$ cat config.mk
export PLATFORM = sky130hd
export DESIGN_NAME = ysyx_23060208_axil_arbiter_n
export DESIGN_NICKNAME = d
export VERILOG_FILES = /design/src/rtl/ysyx_23060208_axil_arbiter_n_pkg.sv /design/src/rtl/ysyx_23060208_rr_picker.sv /design/src/rtl/ysyx_23060208_axil_arbiter_n.sv
export SDC_FILE = /design/constraint.sdc
export NUM_CORES = 1
export LEC_CHECK = 0
export CORE_AREA = 2 2 157 159
export DETAILED_ROUTE_END_ITERATION = 10
export DIE_AREA = 0 0 159 161
export HOLD_SLACK_MARGIN = 0.06
export PLACE_DENSITY = 0.46
export SLEW_MARGIN = 20
export SYNTH_ARGS = -nofsm -noshare
export SYNTH_HDL_FRONTEND = slang
export SYNTH_HIERARCHICAL = 1
export SYNTH_SLANG_ARGS = --single-unit
$ cat constraint.sdc
create_clock -name clk_i -period 1.2 [get_ports clk_i]
set_input_delay 0.18 -clock clk_i [delete_from_list [all_inputs] [get_ports clk_i]]
set_output_delay 0.18 -clock clk_i [all_outputs]
set_load 0.005 [all_outputs]
$ cat src/rtl/ysyx_23060208_axil_arbiter_n_pkg.sv
// Shared definitions for the N-master AXI4-Lite arbiter: FSM encodings, response codes and
// the round-robin pointer advance helper.
package ysyx_23060208_axil_arbiter_n_pkg;

  typedef enum logic [1:0] {RIdle, RAddr, RData} rd_state_e;
  typedef enum logic [1:0] {WIdle, WReq, WResp} wr_state_e;

  localparam logic [1:0] RespOkay   = 2'b00;
  localparam logic [1:0] RespSlverr = 2'b10;

  localparam int unsigned MaxMasters = 8;

  // Index just after the one-hot owner, wrapping at n; the next search starts there.
  function automatic logic [2:0] next_ptr(input logic [MaxMasters-1:0] oh, input int unsigned n);
    next_ptr = '0;
    for (int unsigned i = 0; i < MaxMasters; i++) begin
      if (oh[i]) next_ptr = (i + 1 >= n) ? 3'd0 : 3'(i + 1);
    end
  endfunction

endpackage

$ cat src/rtl/ysyx_23060208_rr_picker.sv
// Combinational round-robin picker: one-hot grant to the first requester at or after ptr_i.
module ysyx_23060208_rr_picker #(
  parameter int unsigned N = 2
) (
  input  logic [N-1:0]         req_i,
  input  logic [$clog2(N)-1:0] ptr_i,
  output logic [N-1:0]         gnt_o
);

  localparam int unsigned PtrW = $clog2(N);
  localparam int unsigned SumW = PtrW + 1;

  logic [SumW-1:0] sum;
  logic [PtrW-1:0] idx;
  logic            found;

  always_comb begin
    gnt_o = '0;
    found = 1'b0;
    sum   = '0;
    idx   = '0;
    for (int unsigned k = 0; k < N; k++) begin
      // ptr_i < N and k < N, so a single subtraction is enough for the wrap.
      sum = {1'b0, ptr_i} + SumW'(k);
      if (sum >= SumW'(N)) sum = sum - SumW'(N);
      idx = sum[PtrW-1:0];
      if (!found && req_i[idx]) begin
        gnt_o[idx] = 1'b1;
        found      = 1'b1;
      end
    end
  end

endmodule

$ cat src/rtl/ysyx_23060208_axil_arbiter_n.sv
// N-master to 1-slave AXI4-Lite arbiter with independent round-robin read and write arbiters,
// each holding its grant from address handshake to response handshake.
module ysyx_23060208_axil_arbiter_n
  import ysyx_23060208_axil_arbiter_n_pkg::*;
#(
  parameter int unsigned NUM_MASTERS = 2,
  parameter int unsigned ADDR_WIDTH  = 32,
  parameter int unsigned DATA_WIDTH  = 32
) (
  input  logic                                clk_i,
  input  logic                                rst_ni,
  input  logic [NUM_MASTERS*ADDR_WIDTH-1:0]   m_araddr_i,
  input  logic [NUM_MASTERS-1:0]              m_arvalid_i,
  output logic [NUM_MASTERS-1:0]              m_arready_o,
  output logic [DATA_WIDTH-1:0]               m_rdata_o,
  output logic [1:0]                          m_rresp_o,
  output logic [NUM_MASTERS-1:0]              m_rvalid_o,
  input  logic [NUM_MASTERS-1:0]              m_rready_i,
  input  logic [NUM_MASTERS*ADDR_WIDTH-1:0]   m_awaddr_i,
  input  logic [NUM_MASTERS-1:0]              m_awvalid_i,
  output logic [NUM_MASTERS-1:0]              m_awready_o,
  input  logic [NUM_MASTERS*DATA_WIDTH-1:0]   m_wdata_i,
  input  logic [NUM_MASTERS*DATA_WIDTH/8-1:0] m_wstrb_i,
  input  logic [NUM_MASTERS-1:0]              m_wvalid_i,
  output logic [NUM_MASTERS-1:0]              m_wready_o,
  output logic [1:0]                          m_bresp_o,
  output logic [NUM_MASTERS-1:0]              m_bvalid_o,
  input  logic [NUM_MASTERS-1:0]              m_bready_i,
  output logic [ADDR_WIDTH-1:0]               s_araddr_o,
  output logic                                s_arvalid_o,
  input  logic                                s_arready_i,
  input  logic [DATA_WIDTH-1:0]               s_rdata_i,
  input  logic [1:0]                          s_rresp_i,
  input  logic                                s_rvalid_i,
  output logic                                s_rready_o,
  output logic [ADDR_WIDTH-1:0]               s_awaddr_o,
  output logic                                s_awvalid_o,
  input  logic                                s_awready_i,
  output logic [DATA_WIDTH-1:0]               s_wdata_o,
  output logic [DATA_WIDTH/8-1:0]             s_wstrb_o,
  output logic                                s_wvalid_o,
  input  logic                                s_wready_i,
  input  logic [1:0]                          s_bresp_i,
  input  logic                                s_bvalid_i,
  output logic                                s_bready_o,
  output logic [NUM_MASTERS-1:0]              rd_grant_o,
  output logic [NUM_MASTERS-1:0]              wr_grant_o
);

  localparam int unsigned N     = NUM_MASTERS;
  localparam int unsigned PtrW  = $clog2(N);
  localparam int unsigned StrbW = DATA_WIDTH / 8;

  rd_state_e       rd_state_q, rd_state_d;
  wr_state_e       wr_state_q, wr_state_d;
  logic [N-1:0]    rd_gnt_q, rd_gnt_d, rd_pick;
  logic [N-1:0]    wr_gnt_q, wr_gnt_d, wr_pick;
  logic [PtrW-1:0] rd_ptr_q, rd_ptr_d, wr_ptr_q, wr_ptr_d;
  logic            aw_done_q, aw_done_d, w_done_q, w_done_d;

  ysyx_23060208_rr_picker #(.N(N)) u_rd_picker (
    .req_i (m_arvalid_i),
    .ptr_i (rd_ptr_q),
    .gnt_o (rd_pick)
  );

  ysyx_23060208_rr_picker #(.N(N)) u_wr_picker (
    .req_i (m_awvalid_i | m_wvalid_i),
    .ptr_i (wr_ptr_q),
    .gnt_o (wr_pick)
  );

  logic in_raddr, in_rdata, in_wreq, in_wresp, aw_open, w_open, aw_hs, w_hs;

  assign in_raddr = (rd_state_q == RAddr);
  assign in_rdata = (rd_state_q == RData);
  assign in_wreq  = (wr_state_q == WReq);
  assign in_wresp = (wr_state_q == WResp);
  assign aw_open  = in_wreq & ~aw_done_q;
  assign w_open   = in_wreq & ~w_done_q;

  assign s_arvalid_o = in_raddr & |(rd_gnt_q & m_arvalid_i);
  assign m_arready_o = {N{in_raddr & s_arready_i}} & rd_gnt_q;
  assign s_rready_o  = in_rdata & |(rd_gnt_q & m_rready_i);
  assign m_rvalid_o  = {N{in_rdata & s_rvalid_i}} & rd_gnt_q;
  assign m_rdata_o   = in_rdata ? s_rdata_i : '0;
  assign m_rresp_o   = in_rdata ? s_rresp_i : RespOkay;

  assign s_awvalid_o = aw_open & |(wr_gnt_q & m_awvalid_i);
  assign m_awready_o = {N{aw_open & s_awready_i}} & wr_gnt_q;
  assign s_wvalid_o  = w_open & |(wr_gnt_q & m_wvalid_i);
  assign m_wready_o  = {N{w_open & s_wready_i}} & wr_gnt_q;
  assign s_bready_o  = in_wresp & |(wr_gnt_q & m_bready_i);
  assign m_bvalid_o  = {N{in_wresp & s_bvalid_i}} & wr_gnt_q;
  assign m_bresp_o   = in_wresp ? s_bresp_i : RespOkay;

  assign aw_hs = s_awvalid_o & s_awready_i;
  assign w_hs  = s_wvalid_o & s_wready_i;

  assign rd_grant_o = rd_gnt_q;
  assign wr_grant_o = wr_gnt_q;

  // One-hot grant muxes; grants are zero when idle, so the slave sees zero payload then.
  always_comb begin
    s_araddr_o = '0;
    s_awaddr_o = '0;
    s_wdata_o  = '0;
    s_wstrb_o  = '0;
    for (int i = 0; i < N; i++) begin
      if (rd_gnt_q[i]) s_araddr_o |= m_araddr_i[i*ADDR_WIDTH +: ADDR_WIDTH];
      if (wr_gnt_q[i]) begin
        s_awaddr_o |= m_awaddr_i[i*ADDR_WIDTH +: ADDR_WIDTH];
        s_wdata_o  |= m_wdata_i[i*DATA_WIDTH +: DATA_WIDTH];
        s_wstrb_o  |= m_wstrb_i[i*StrbW +: StrbW];
      end
    end
  end

  always_comb begin
    rd_state_d = rd_state_q;
    rd_gnt_d   = rd_gnt_q;
    rd_ptr_d   = rd_ptr_q;
    case (rd_state_q)
      RIdle: if (|m_arvalid_i) begin
        rd_gnt_d   = rd_pick;
        rd_state_d = RAddr;
      end
      RAddr: if (s_arvalid_o && s_arready_i) rd_state_d = RData;
      RData: if (s_rready_o && s_rvalid_i) begin
        rd_state_d = RIdle;
        rd_gnt_d   = '0;
        rd_ptr_d   = PtrW'(next_ptr(MaxMasters'(rd_gnt_q), N));
      end
      default: rd_state_d = RIdle;
    endcase
  end

  always_comb begin
    wr_state_d = wr_state_q;
    wr_gnt_d   = wr_gnt_q;
    wr_ptr_d   = wr_ptr_q;
    aw_done_d  = aw_done_q;
    w_done_d   = w_done_q;
    case (wr_state_q)
      WIdle: if (|(m_awvalid_i | m_wvalid_i)) begin
        wr_gnt_d   = wr_pick;
        wr_state_d = WReq;
      end
      WReq: begin
        aw_done_d = aw_done_q | aw_hs;
        w_done_d  = w_done_q | w_hs;
        if (aw_done_d && w_done_d) wr_state_d = WResp;
      end
      WResp: if (s_bready_o && s_bvalid_i) begin
        wr_state_d = WIdle;
        wr_gnt_d   = '0;
        wr_ptr_d   = PtrW'(next_ptr(MaxMasters'(wr_gnt_q), N));
        aw_done_d  = 1'b0;
        w_done_d   = 1'b0;
      end
      default: wr_state_d = WIdle;
    endcase
  end

  always_ff @(posedge clk_i or negedge rst_ni) begin
    if (!rst_ni) begin
      rd_state_q <= RIdle;
      wr_state_q <= WIdle;
      rd_gnt_q   <= '0;
      wr_gnt_q   <= '0;
      rd_ptr_q   <= '0;
      wr_ptr_q   <= '0;
      aw_done_q  <= 1'b0;
      w_done_q   <= 1'b0;
    end else begin
      rd_state_q <= rd_state_d;
      wr_state_q <= wr_state_d;
      rd_gnt_q   <= rd_gnt_d;
      wr_gnt_q   <= wr_gnt_d;
      rd_ptr_q   <= rd_ptr_d;
      wr_ptr_q   <= wr_ptr_d;
      aw_done_q  <= aw_done_d;
      w_done_q   <= w_done_d;
    end
  end

endmodule

# [After elaboration in Yosys (flattened, before gate mapping)]
# Index checks and enable logic that the tools add are counted.
[word_totals] regBits=12 in_bits=253 word_cells=158
[classes] add_sub_neg=6 n_lt_le_gt_ge=12 n_eq_ne=10 n_mux=56 n_bitwise=35 n_reduce_logical=31
[ops] operator="$mux 32" n=7
[ops] operator="$or 32x32->32" n=3
[ops] operator="$mux 2" n=14
[ops] operator="$mux 1" n=23
[ops] operator="$and 2x2->2" n=10
[ops] operator="$and 1x1->1" n=14
[ops] operator="$reduce_or 2->1" n=7
[ops] operator="$pmux 2 s3" n=2
[ops] operator="$reduce_and 3->1" n=4
[ops] operator="$logic_and 1x1->1" n=10
[ops] operator="$lt 1x2->1 const B" n=4
[ops] operator="$mux 4" n=2
[ops] operator="$ne 2x1->1 const B" n=4
[ops] operator="$pmux 2 s2" n=2
[ops] operator="$or 2x2->2" n=3
[ops] operator="$reduce_and 2->1" n=3
[ops] operator="$reduce_bool 2->1" n=3
[ops] operator="$add 1x1->2 const B" n=2
[ops] operator="$demux 1 s1" n=4
[ops] operator="$eq 2x1->1 const B" n=2
[ops] operator="$eq 2x2->1 const B" n=2
[ops] operator="$ge 1x1->1 const B" n=4
[ops] operator="$ge 1x2->1 const B" n=2
[ops] operator="$ge 2x2->1 const B" n=2
[ops] operator="other kinds (8)" n=17

# [Logic depth before layout (Yosys ltp)]
# Gate-level depths: netlist of run 1.
[depth] ltp_word=11 depth_mapped=5

# [Hierarchy]
# Netlist of run 1, hierarchy kept.
[modules_own_cells] module="ysyx_23060208_axil_arbiter_n" n_inst=1 cells_per_inst=254 area_each_um2=2042.0
[modules_own_cells] module="ysyx_23060208_rr_picker" n_inst=2 cells_per_inst=3 area_each_um2=18.8

# [Worst setup path before layout of run 1]
# No wires, ideal clock.
[synth_path] path_type="register to output" startpoint="register wr_gnt_q[0], in the netlist wr_grant_o[0]" endpoint="output port s_awaddr_o[16]" arrival_ns=1.051 required_ns=1.020 setup_slack_ns=-0.031 stages_incl_launch_ff=5 cell_sequence="dfrtp_1 buf_2 buf_2 buf_2 a22o_1"
[synth_via] elab_chain_len=3
[synth_rtl] item="from (decl)" line_no="ysyx_23060208_axil_arbiter_n.sv:57" source="logic [N-1:0] wr_gnt_q, wr_gnt_d, wr_pick;"
[synth_rtl] item="from (signal assigned)" line_no="ysyx_23060208_axil_arbiter_n.sv:179" source="wr_gnt_q <= wr_gnt_d;"
[synth_rtl] item="$mux 32 *" line_no="ysyx_23060208_axil_arbiter_n.sv:111" source="if (wr_gnt_q[i]) begin"
[synth_rtl] item="$or 32x32->32" line_no="ysyx_23060208_axil_arbiter_n.sv:112" source="s_awaddr_o |= m_awaddr_i[i*ADDR_WIDTH +: ADDR_WIDTH];"
[synth_rtl] item="$mux 32 *" line_no="ysyx_23060208_axil_arbiter_n.sv:111"
[synth_rtl] item="to (decl)" line_no="ysyx_23060208_axil_arbiter_n.sv:36" source="output logic [ADDR_WIDTH-1:0] s_awaddr_o,"
# Mark *: on every way between the ends. The rest lies on a longest branch, timed or not.

# [Worst setup path after layout of run 1]
[layout_path] startpoint="register wr_gnt_q[0], in the netlist wr_grant_o[0]" endpoint="output port s_wdata_o[13]"
[layout_via] elab_chain_len=3
[layout_rtl] item="$mux 32 *" line_no="ysyx_23060208_axil_arbiter_n.sv:111"
[layout_rtl] item="$or 32x32->32" line_no="ysyx_23060208_axil_arbiter_n.sv:113" source="s_wdata_o |= m_wdata_i[i*DATA_WIDTH +: DATA_WIDTH];"
[layout_rtl] item="$mux 32 *" line_no="ysyx_23060208_axil_arbiter_n.sv:111"
[layout_rtl] item="to (decl)" line_no="ysyx_23060208_axil_arbiter_n.sv:39" source="output logic [DATA_WIDTH-1:0] s_wdata_o,"
# Marked as above.

==> results by group, run 1 <==
Synthesis
  – Share of synthesized cell area in full adder, half adder and majority cells: 0
  – Async SR Flop Fraction: 1.00
  – Area leader, netlist: a22o_1
  – Predominant post-synthesis flop cell: dfrtp_1
  – Largest family of logic cells by synthesized area: compound AO/OA/AOI/OAI gates
  – Cell with the most instances after synthesis: a22o_1
  – Top cells by area, synth: a22o_1 (43%), dfrtp_1 (14%), and2_1 (11%)
  – Number of flops mapped to enable cells by yosys: 0
  – Netlist Area Pre-Place: 0.00208 mm²
  – Mapped Nets: 513
  – Synth Area in Simple Gates: 0.234
  – Yosys warns: 6
  – Post-synthesis mux area share: 0.0193
  – Flops & latches, synth: 12
  – Xor-xnor portion of the synthesized cell area: 0
  – Post-Syn Area per Cell: 8.00 µm²
  – Top cell type's share of synthesized area: 0.430
  – Sequential area share after synthesis: 0.144
  – Netlist cell types: 38
  – Syn Inst Count: 260
  – Synth Area in Compound Gates: 0.522
  – Post-synth top cells: a22o_1 (102), and2_1 (38), buf_2 (18)

STA
  – Least-Margin Pin Slew: 319 ps
  – RSZ-0062 raised after global routing: true
  – Max Slew Vio Count: 0
  – Final Hold Viols: 0
  – Layout Skew: 0.829 ps
  – Final setup viols: 166
  – Worst slew margin: 0.786
  – Fin crit period: 1620 ps
  – Peak Freq: 616 MHz
  – Hold slack: 250 ps
  – Final WS setup: -425 ps
  – Tcrit/Tclk final: 1.35

Detailed routing
  – Wl on met1: 7.63 mm
  – # DRC: 0
  – Routed Antenna Nets: 0
  – Routed wire length: 19.0 mm
  – DR WL met3: 1.47 mm
  – Drt wl/cell: 17.5 µm
  – Via density: 3.91
  – Via count: 4244
  – Drt initial violations: 99
  – First-pass detailed-route iteration total: 4
  – Max layer used: met4
  – Met2 WL post-DR: 9.77 mm

Job
  – Max Cap Viol: 0

GRT
  – Largest net degree at the start of global routing: 18
  – GRT Overall Usage: 0.139
  – Antenna violations before repair: 1
  – Total gr overflow: 0
  – First-pass GRT wire length: 27.7 mm
  – Vias in the first global route: 4493

Die
  – Core area: 0.0240 mm²
  – DIE HEIGHT: 161 µm
  – Die area: 0.0256 mm²
  – Die extent in x: 159 µm
  – Initial core utilization: 0.0868
  – # IOs: 408
  – Num rows: 57

Final layout
  – Nets@finish: 1014
  – P&R area growth vs syn: 288%
  – Reg area: 305 µm²
  – # fillers: 2575
  – Share of cells above drive strength 1: 0.487
  – Finished Layout Cells: 1085
  – Multi-input gate area: 0.00198 mm²

Worst hold path
  – Hold WC Path Type: in -> async

Outcome
  – Status: complete, but fails checks
  – Failing checks: negative setup slack

Pwr
  – Sw Share: 0.373
  – Clk network pwr share: 0.074
  – Psw: 3.47 mW
  – Seq pwr share: 0.080
  – VDD IR-drop max: 0.000516 V
  – Static Leak: 3.62 nW
  – Gate power share: 0.846
  – Pwr/cell area: 1150 mW/mm²
  – Cell internal pwr: 5.83 mW

Critical path
  – Worst-path fanout max: 8
  – Type of origin of the critical path: flop
  – Required @ worst endpoint: 1020 ps
  – WS Path Type: reg -> out
  – CP endpoint kind: output pin
  – Critical path data arrival time: 1440 ps
  – Reg2Reg Depth: 6
  – R2R Setup Slk: -310 ps

Clock tree
  – CTS tree: done
  – Clock root cell: clkbuf_16
  – # clock sinks: 12
  – Clock Latency Late Sink: 240 ps
  – Cts bufs inserted: 3
  – Clock H-tree levels: 1
  – Clk slew on worst S/H paths: 50 ps
  – Clk buf depth: 2

Placed design
  – HPWL Detailed: 14.4 mm
  – Gpl congestion: 0.779
  – I/O Buffers: 407
  – Place WS: -696 ps
  – Placed insts: 1019
## sequential cells by signal, summed over array words and instances, names as in the netlist
name,flops
rd_grant_o,2
rd_state_q,2
wr_ptr_q,1
rd_ptr_q,1
wr_state_q,2
w_done_q,1
wr_grant_o,2
aw_done_q,1
## final timing paths
check                                          start                   endpoint
hold / removal                                rst_ni       w_done_q$_DFFE_PN0P_
setup / recovery           wr_grant_o[0]$_DFFE_PN0P_              s_wdata_o[13]
setup reg to reg           wr_grant_o[0]$_DFFE_PN0P_      aw_done_q$_DFFE_PN0P_
max in group asynchronous                     rst_ni  rd_grant_o[1]$_DFFE_PN0P_
hold reg to reg                 rd_ptr_q$_DFFE_PN0P_  rd_grant_o[0]$_DFFE_PN0P_
min in group clk_i                    m_awvalid_i[0]  wr_state_q[1]$_DFFE_PN0P_
## power groups by stage
stage	combinational, mW	clock, mW	sequential [mW]
after floorplan	2.37	0	0.600
after global placement	6.92	0	0.671
after detailed placement	6.88	0	0.671
after CTS	7.73	0.714	0.722
after global routing	8.42	0.734	0.766
final	7.87	0.692	0.744
## placed cells by master (no fill, tap or decap), types with 4 or more instances in the layout
master           netlist  routed
clkdlybuf4s50_1        0     251
a22o_1               102      98
buf_2                 18      91
inv_1                  6       5
nor2b_4                0       4
a22o_4                 0       5
nor2_2                 0       5
mux2i_1                4       4
buf_6                  0     118
and2_4                 0      38
buf_16                 0      12
clkbuf_16              0       5
dfrtp_2                0       4
dfrtp_1               12       8
nand2_1                4       4
and3_4                 1       7
clkbuf_2               1       4
buf_12                 0      14
buf_4                  1      32
o21ai_2                0       4
## kinds of logic (layout without fill, tap and decap cells)
family / after synthesis / in the layout
AND/OR/NAND/NOR: 78 / 78
multiplexers: 4 / 4
AO/OA/AOI/OAI: 129 / 129
buffers and inverters: 37 / 537
other: 0 / 1
flip-flops: 12 / 12
## routing by layer
layer / vias to the layer above / global-route usage
met3: 5 / 0.0334
met1: 1971 / 0.166
met4: 0 / 0.0215
met5: - / 0
li1: 2024 / -
met2: 244 / 0.257
## worst max-delay path, cell delays in order, from the launching register on
cell and delay (ps):
dfrtp_2 490, buf_12 180, buf_4 160, a22o_1 220, buf_2 140
## layout make-up
class                      instances  area share
clock buffer                       4      0.0110
tap                              324      0.0503
inverter                           6     0.00310
antenna                            1    0.000310
multi-input combinational        211       0.246
sequential                        12      0.0379
timing repair buffer             527       0.652
## timing repair
item / 4_1_cts / 5_1_grt
resized for setup: 790 / 74
buffers inserted: 42 / 13
cloned: 15 / 2
pin swaps: 82 / 56
hold buffers: 0 / 0
endpoints found under the setup margin: 166 / 167
## stage by stage
step	setup TNS (ps)	util	power [mW]	area (µm²)
finish	-52870	0.337	9.31	8070
global route	-60760	0.337	9.92	8070
CTS	-58890	0.325	9.16	7780
detailed placement	-64770	0.291	7.55	6980
global placement	-65800	0.291	7.59	6980
floorplan	-196	-	2.97	2100
Power figures use the tool's default switching activity.
==> inputs of run 2 (changes only) <==
--- a/config.mk
+++ b/config.mk
@@ -10,8 +10,10 @@
 export DIE_AREA = 0 0 159 161
 export HOLD_SLACK_MARGIN = 0.06
 export PLACE_DENSITY = 0.46
+export REMOVE_ABC_BUFFERS = 1
 export SLEW_MARGIN = 20
 export SYNTH_ARGS = -nofsm -noshare
 export SYNTH_HDL_FRONTEND = slang
 export SYNTH_HIERARCHICAL = 1
 export SYNTH_SLANG_ARGS = --single-unit
+export TNS_END_PERCENT = 10
==> results by group, run 2 (synthesis results as in run 1) <==
Die
  – Num rows: 57
  – Die extent in x: 159 µm
  – Core area: 0.0240 mm²
  – Die area: 0.0256 mm²
  – DIE HEIGHT: 161 µm
  – # IOs: 408
  – Initial core utilization: 0.0868

Critical path
  – CP endpoint kind: output pin
  – Worst-path fanout max: 4
  – Required @ worst endpoint: 1020 ps
  – Critical path data arrival time: 1430 ps
  – Type of origin of the critical path: flop
  – Critical path's largest stage delay: 400 ps
  – Worst path slowest cell: dfrtp_1
  – WS Path Type: reg -> out
  – Crit path top cell by count: buf_6
  – Critical path, cell by cell: nor2b_4, buf_6, buf_12, clkbuf_16, and2_4, buf_6

Final layout
  – Multi-input gate area: 0.00185 mm²
  – Finished Layout Cells: 1051
  – Diode count: 0
  – Most common cell after layout, fill and taps aside: clkdlybuf4s50_1
  – Most frequent cells in the layout: clkdlybuf4s50_1 (249), a22o_1 (97), buf_2 (87), buf_6 (56), buf_4 (38)
  – Util after Layout: 0.313
  – # fillers: 2603
  – Share of cells above drive strength 1: 0.414
  – P&R area growth vs syn: 261%
  – Reg area: 307 µm²
  – Nets@finish: 981

STA
  – Final WS setup: -414 ps
  – Final Hold Viols: 0
  – Worst slew margin: 0.779
  – Max Slew Vio Count: 0
  – Layout Skew: 0.418 ps
  – Tcrit/Tclk final: 1.34
  – Peak Freq: 620 MHz
  – Fin crit period: 1610 ps
  – Final setup viols: 166
  – Least-Margin Pin Slew: 329 ps
  – RSZ-0062 raised after global routing: true

Clock tree
  – Hold_buf cts: 0
  – Clock root cell: clkbuf_16
  – Clk slew on worst S/H paths: 50 ps
  – Clock H-tree levels: 1
  – Clk buf depth: 2
  – Clock Latency Late Sink: 240 ps
  – # clock sinks: 12
  – CTS tree: done
  – Cts bufs inserted: 3

GRT
  – First-pass GRT wire length: 27.7 mm
  – Largest net degree at the start of global routing: 25
  – GRT Overall Usage: 0.139
  – Antenna violations before repair: 0
  – Vias in the first global route: 4452
  – Total gr overflow: 0

Detailed routing
  – # DRC: 0
  – Via count: 4079
  – Drt initial violations: 206
  – Routed wire length: 19.0 mm
  – Drt wl/cell: 18.1 µm
  – Routed Antenna Nets: 0
  – First-pass detailed-route iteration total: 4
  – Via density: 3.88

Outcome
  – Failing checks: negative setup slack
  – Status: complete, but fails checks

Job
  – Max Cap Viol: 0

Placed design
  – I/O Buffers: 407
  – Placed insts: 1012
  – Gpl congestion: 0.748
  – HPWL Detailed: 14.7 mm
  – Place WS: -705 ps

Pwr
  – Pwr/cell area: 1180 mW/mm²
  – Final Power: 8.89 mW
  – Static Leak: 3.40 nW
  – VDD IR-drop max: 0.000643 V

Worst hold path
  – Hold WC Path Type: in -> async
[run 2: cell count changes in the layout (fill, tap and decap cells not counted), sizes merged]
cell and change:
buf -57, dlygate4sd2 +10, clkbuf +9, clkdlybuf4s15 +3, dlymetal6s2s +3, clkdlybuf4s50 -2
bufbuf +1, diode -1
[run 2: power breakdown]
group | switching (mW) | internal (mW)
logic | 3.09 | 4.43
registers | 0.136 | 0.535
clock network | 0.193 | 0.505
[run 2: path summary, 6_finish.rpt]
path / from / end / slack, ps / cells past startpoint
min: rst_ni / rd_state_q[1]$_DFFE_PN0P_ / 270 / 2
min in group clk_i: m_awvalid_i[0] / wr_grant_o[1]$_DFFE_PN0P_ / 510 / 4
min reg2reg: rd_ptr_q$_DFFE_PN0P_ / rd_grant_o[0]$_DFFE_PN0P_ / 590 / 3
max reg2reg: rd_grant_o[0]$_DFFE_PN0P_ / rd_ptr_q$_DFFE_PN0P_ / -220 / 7
max in group asynchronous: rst_ni / wr_grant_o[0]$_DFFE_PN0P_ / 740 / 2
max: rd_state_q[0]$_DFFE_PN0P_ / m_rdata_o[27] / -410 / 6
[run 2: per-layer routing]
| metal | global-route usage | up-vias | wire, µm |
|---|---|---|---|
| li1 | - | 1958 | - |
| met1 | 0.163 | 1871 | 7570 |
| met2 | 0.258 | 246 | 9740 |
| met3 | 0.0429 | 4 | 1620 |
| met4 | 0.0140 | 0 | 82 |
| met5 | 0 | - | 0 |
[run 2: cell type report]
cell class | instances | area share
repair buffers | 494 | 0.643
multi-input cells | 211 | 0.247
well taps | 324 | 0.0540
flip-flops and latches | 12 | 0.0409
clock buffers | 4 | 0.0118
inverters | 6 | 0.00300
[run 2: through the flow]
| stage | area [µm²] | hold slack [ps] | TNS (ps) |
|---|---|---|---|
| floorplan | 1940 | -116 | -88980 |
| finish | 7500 | 267 | -53190 |
| global route | 7500 | 293 | -60780 |
| CTS | 7340 | 283 | -57420 |
| global placement | 6930 | 528 | -67370 |
| detailed placement | 6930 | 542 | -66000 |
[run 2: repair_timing]
item,in CTS,in global routing
gates resized for setup,648,63
endpoints found under the setup margin,166,167
setup buffers,24,0
gates cloned,12,1
pin swaps,69,27
[run 2: critical path, delay by kind of cell (launching register included)]
family	cells	cell delay (ps)
buf+inv	4	490
flops	1	400
simple gates	2	300
==> inputs of run 3 (changes only) <==
--- a/config.mk
+++ b/config.mk
@@ -5,11 +5,11 @@
 export SDC_FILE = /design/constraint.sdc
 export NUM_CORES = 1
 export LEC_CHECK = 0
-export CORE_AREA = 2 2 157 159
+export CORE_AREA = 2 2 158 160
 export DETAILED_ROUTE_END_ITERATION = 10
-export DIE_AREA = 0 0 159 161
+export DIE_AREA = 0 0 160 162
 export HOLD_SLACK_MARGIN = 0.06
-export PLACE_DENSITY = 0.46
+export PLACE_DENSITY = 0.44
 export REMOVE_ABC_BUFFERS = 1
 export SLEW_MARGIN = 20
 export SYNTH_ARGS = -nofsm -noshare
==> constraint.sdc (replaced) <==
create_clock -name clk_i -period 1.8 [get_ports clk_i]
set_input_delay 0.27 -clock clk_i [delete_from_list [all_inputs] [get_ports clk_i]]
set_output_delay 0.27 -clock clk_i [all_outputs]
set_load 0.005 [all_outputs]
==> results by group, run 3 (synthesis results as in run 1) <==
Clock tree
  – Hold_buf cts: 0
  – CTS tree: done
  – Clock H-tree levels: 1
  – Cts bufs inserted: 3
  – Clk slew on worst S/H paths: 50 ps
  – # clock sinks: 12
  – Clock root cell: clkbuf_16
  – Clock Latency Late Sink: 240 ps
  – Clk buf depth: 2

Critical path
  – Worst path slowest cell: clkdlybuf4s50_1
  – Critical R2R Capture: wr_state_q[0]$_DFFE_PN0P_
  – Type of origin of the critical path: flop
  – Reg2Reg Depth: 5
  – CP endpoint kind: output pin
  – Worst-path fanout max: 16
  – Critical path's largest stage delay: 440 ps
  – Critical R2R Launch: wr_grant_o[0]$_DFFE_PN0P_
  – Critical path, cell by cell: bufbuf_16, a22o_1, clkdlybuf4s50_1
  – Critical path data arrival time: 1630 ps
  – Required @ worst endpoint: 1530 ps
  – WS Path Type: reg -> out
  – R2R Setup Slk: 310 ps

Outcome
  – Status: complete, but fails checks
  – Failing checks: negative setup slack

Pwr
  – VDD IR-drop max: 0.000428 V
  – Gate power share: 0.817
  – Final Power: 5.09 mW
  – Sw Share: 0.393
  – Static Leak: 3.42 nW
  – Cell internal pwr: 3.09 mW
  – Pwr/cell area: 742 mW/mm²
  – Psw: 2.00 mW
  – Clk network pwr share: 0.090
  – Seq pwr share: 0.093

Die
  – DIE HEIGHT: 162 µm
  – Initial core utilization: 0.0863
  – Num rows: 57
  – Die area: 0.0259 mm²
  – Core area: 0.0241 mm²
  – # IOs: 408
  – Die extent in x: 160 µm

STA
  – Fin crit period: 1900 ps
  – Final WS setup: -101 ps
  – Tcrit/Tclk final: 1.06
  – Final setup viols: 34
  – Layout Skew: 0.245 ps
  – Final Hold Viols: 0
  – RSZ-0062 raised after global routing: true
  – Worst slew margin: 0.674
  – Peak Freq: 526 MHz
  – Least-Margin Pin Slew: 485 ps
  – Fin Setup TNS: -1710 ps
  – Hold slack: 335 ps
  – Max Slew Vio Count: 0

Final layout
  – Util after Layout: 0.285
  – Final instance area: 0.00686 mm²
  – Most common cell after layout, fill and taps aside: clkdlybuf4s50_1
  – # fillers: 2643
  – P&R area growth vs syn: 230%
  – Share of cells above drive strength 1: 0.128
  – Nets@finish: 936
  – Diode count: 0
  – Finished Layout Cells: 1006
  – Most frequent cells in the layout: clkdlybuf4s50_1 (273), a22o_1 (101), dlygate4sd2_1 (88), and2_1 (38), buf_4 (32)

Job
  – Max Cap Viol: 0

Placed design
  – I/O Buffers: 407
  – Place WS: -247 ps
  – HPWL Detailed: 14.6 mm
  – Placed insts: 987
  – Post-Place Cell Area: 0.00671 mm²
  – Gpl congestion: 0.897

Detailed routing
  – Routed wire length: 18.0 mm
  – Via density: 3.96
  – Via count: 3985
  – Drt initial violations: 200
  – Routed Antenna Nets: 0
  – Drt wl/cell: 17.9 µm
  – # DRC: 0
  – First-pass detailed-route iteration total: 4

GRT
  – Largest net degree at the start of global routing: 44
  – Antenna violations before repair: 0
  – Vias in the first global route: 4245
  – First-pass GRT wire length: 25.1 mm
  – Total gr overflow: 0
  – GRT Overall Usage: 0.125

Worst hold path
  – Hold WC Path Type: in -> async
-- run 3: cell types whose count changed in the layout (fill, tap and decap cells not counted), moves of 24 or more --
cell / before / now
buf_6: 56 / 0
and2_4: 25 / 0
and2_1: 13 / 38
buf_2: 87 / 1
dlygate4sd2_1: 11 / 88
clkdlybuf4s50_1: 249 / 273
-- run 3: power groups by stage --
stage / registers, mW / clock network [mW] / logic, mW
floorplan: 0.729 / 0 / 1.05
global placement: 0.472 / 0 / 4.17
detailed placement: 0.471 / 0 / 4.18
CTS: 0.466 / 0.471 / 3.98
global route: 0.487 / 0.488 / 4.42
finish: 0.471 / 0.460 / 4.16
-- run 3: timing repair --
action / CTS / global route
pin swaps: 11 / 6
endpoints found under the setup margin: 150 / 50
buffers inserted: 5 / 6
gates resized for setup: 116 / 68
gates cloned: 1 / 3
-- run 3: layout make-up --
class	instances	area, µm²	area share
Sequential cell	12	304	0.0443
Inverter	6	22.5	0.00328
Multi-Input combinational cell	211	1640	0.240
Tap cell	324	405	0.0591
Clock buffer	4	88.8	0.0129
Timing Repair Buffer	449	4400	0.641
-- run 3: per-layer routing --
metal	part of all wire	wire (µm)	track usage	vias up
met2	0.50	8970	0.228	265
met3	0.10	1820	0.0419	16
met4	0.018	320	0.0266	0
met5	0	0	0	-
met1	0.38	6880	0.141	1847
li1	-	-	-	1857
-- run 3: worst max-delay path, delay by kind of cell, from the launching register on --
kind            cells  cell delay [ps]
buf+inv             2              740
flops               1              430
compound gates      1              210
-- run 3: how the worst max path moves through the flow --
| stage | startpoint | endpoint | slack [ps] | cells past startpoint |
|---|---|---|---|---|
| finish | rd_grant_o[0]$_DFFE_PN0P_ | s_araddr_o[1] | -100 | 3 |
| global route | wr_grant_o[1]$_DFFE_PN0P_ | s_awaddr_o[8] | -150 | 3 |
| CTS | wr_grant_o[1]$_DFFE_PN0P_ | s_wdata_o[26] | -150 | 3 |
| detailed placement | m_awvalid_i[1] | s_awvalid_o | -250 | 4 |
| global placement | m_awvalid_i[1] | s_awvalid_o | -230 | 4 |
| floorplan | wr_grant_o[0]$_DFFE_PN0P_ | wr_grant_o[0]$_DFFE_PN0P_ | -540 | 3 |
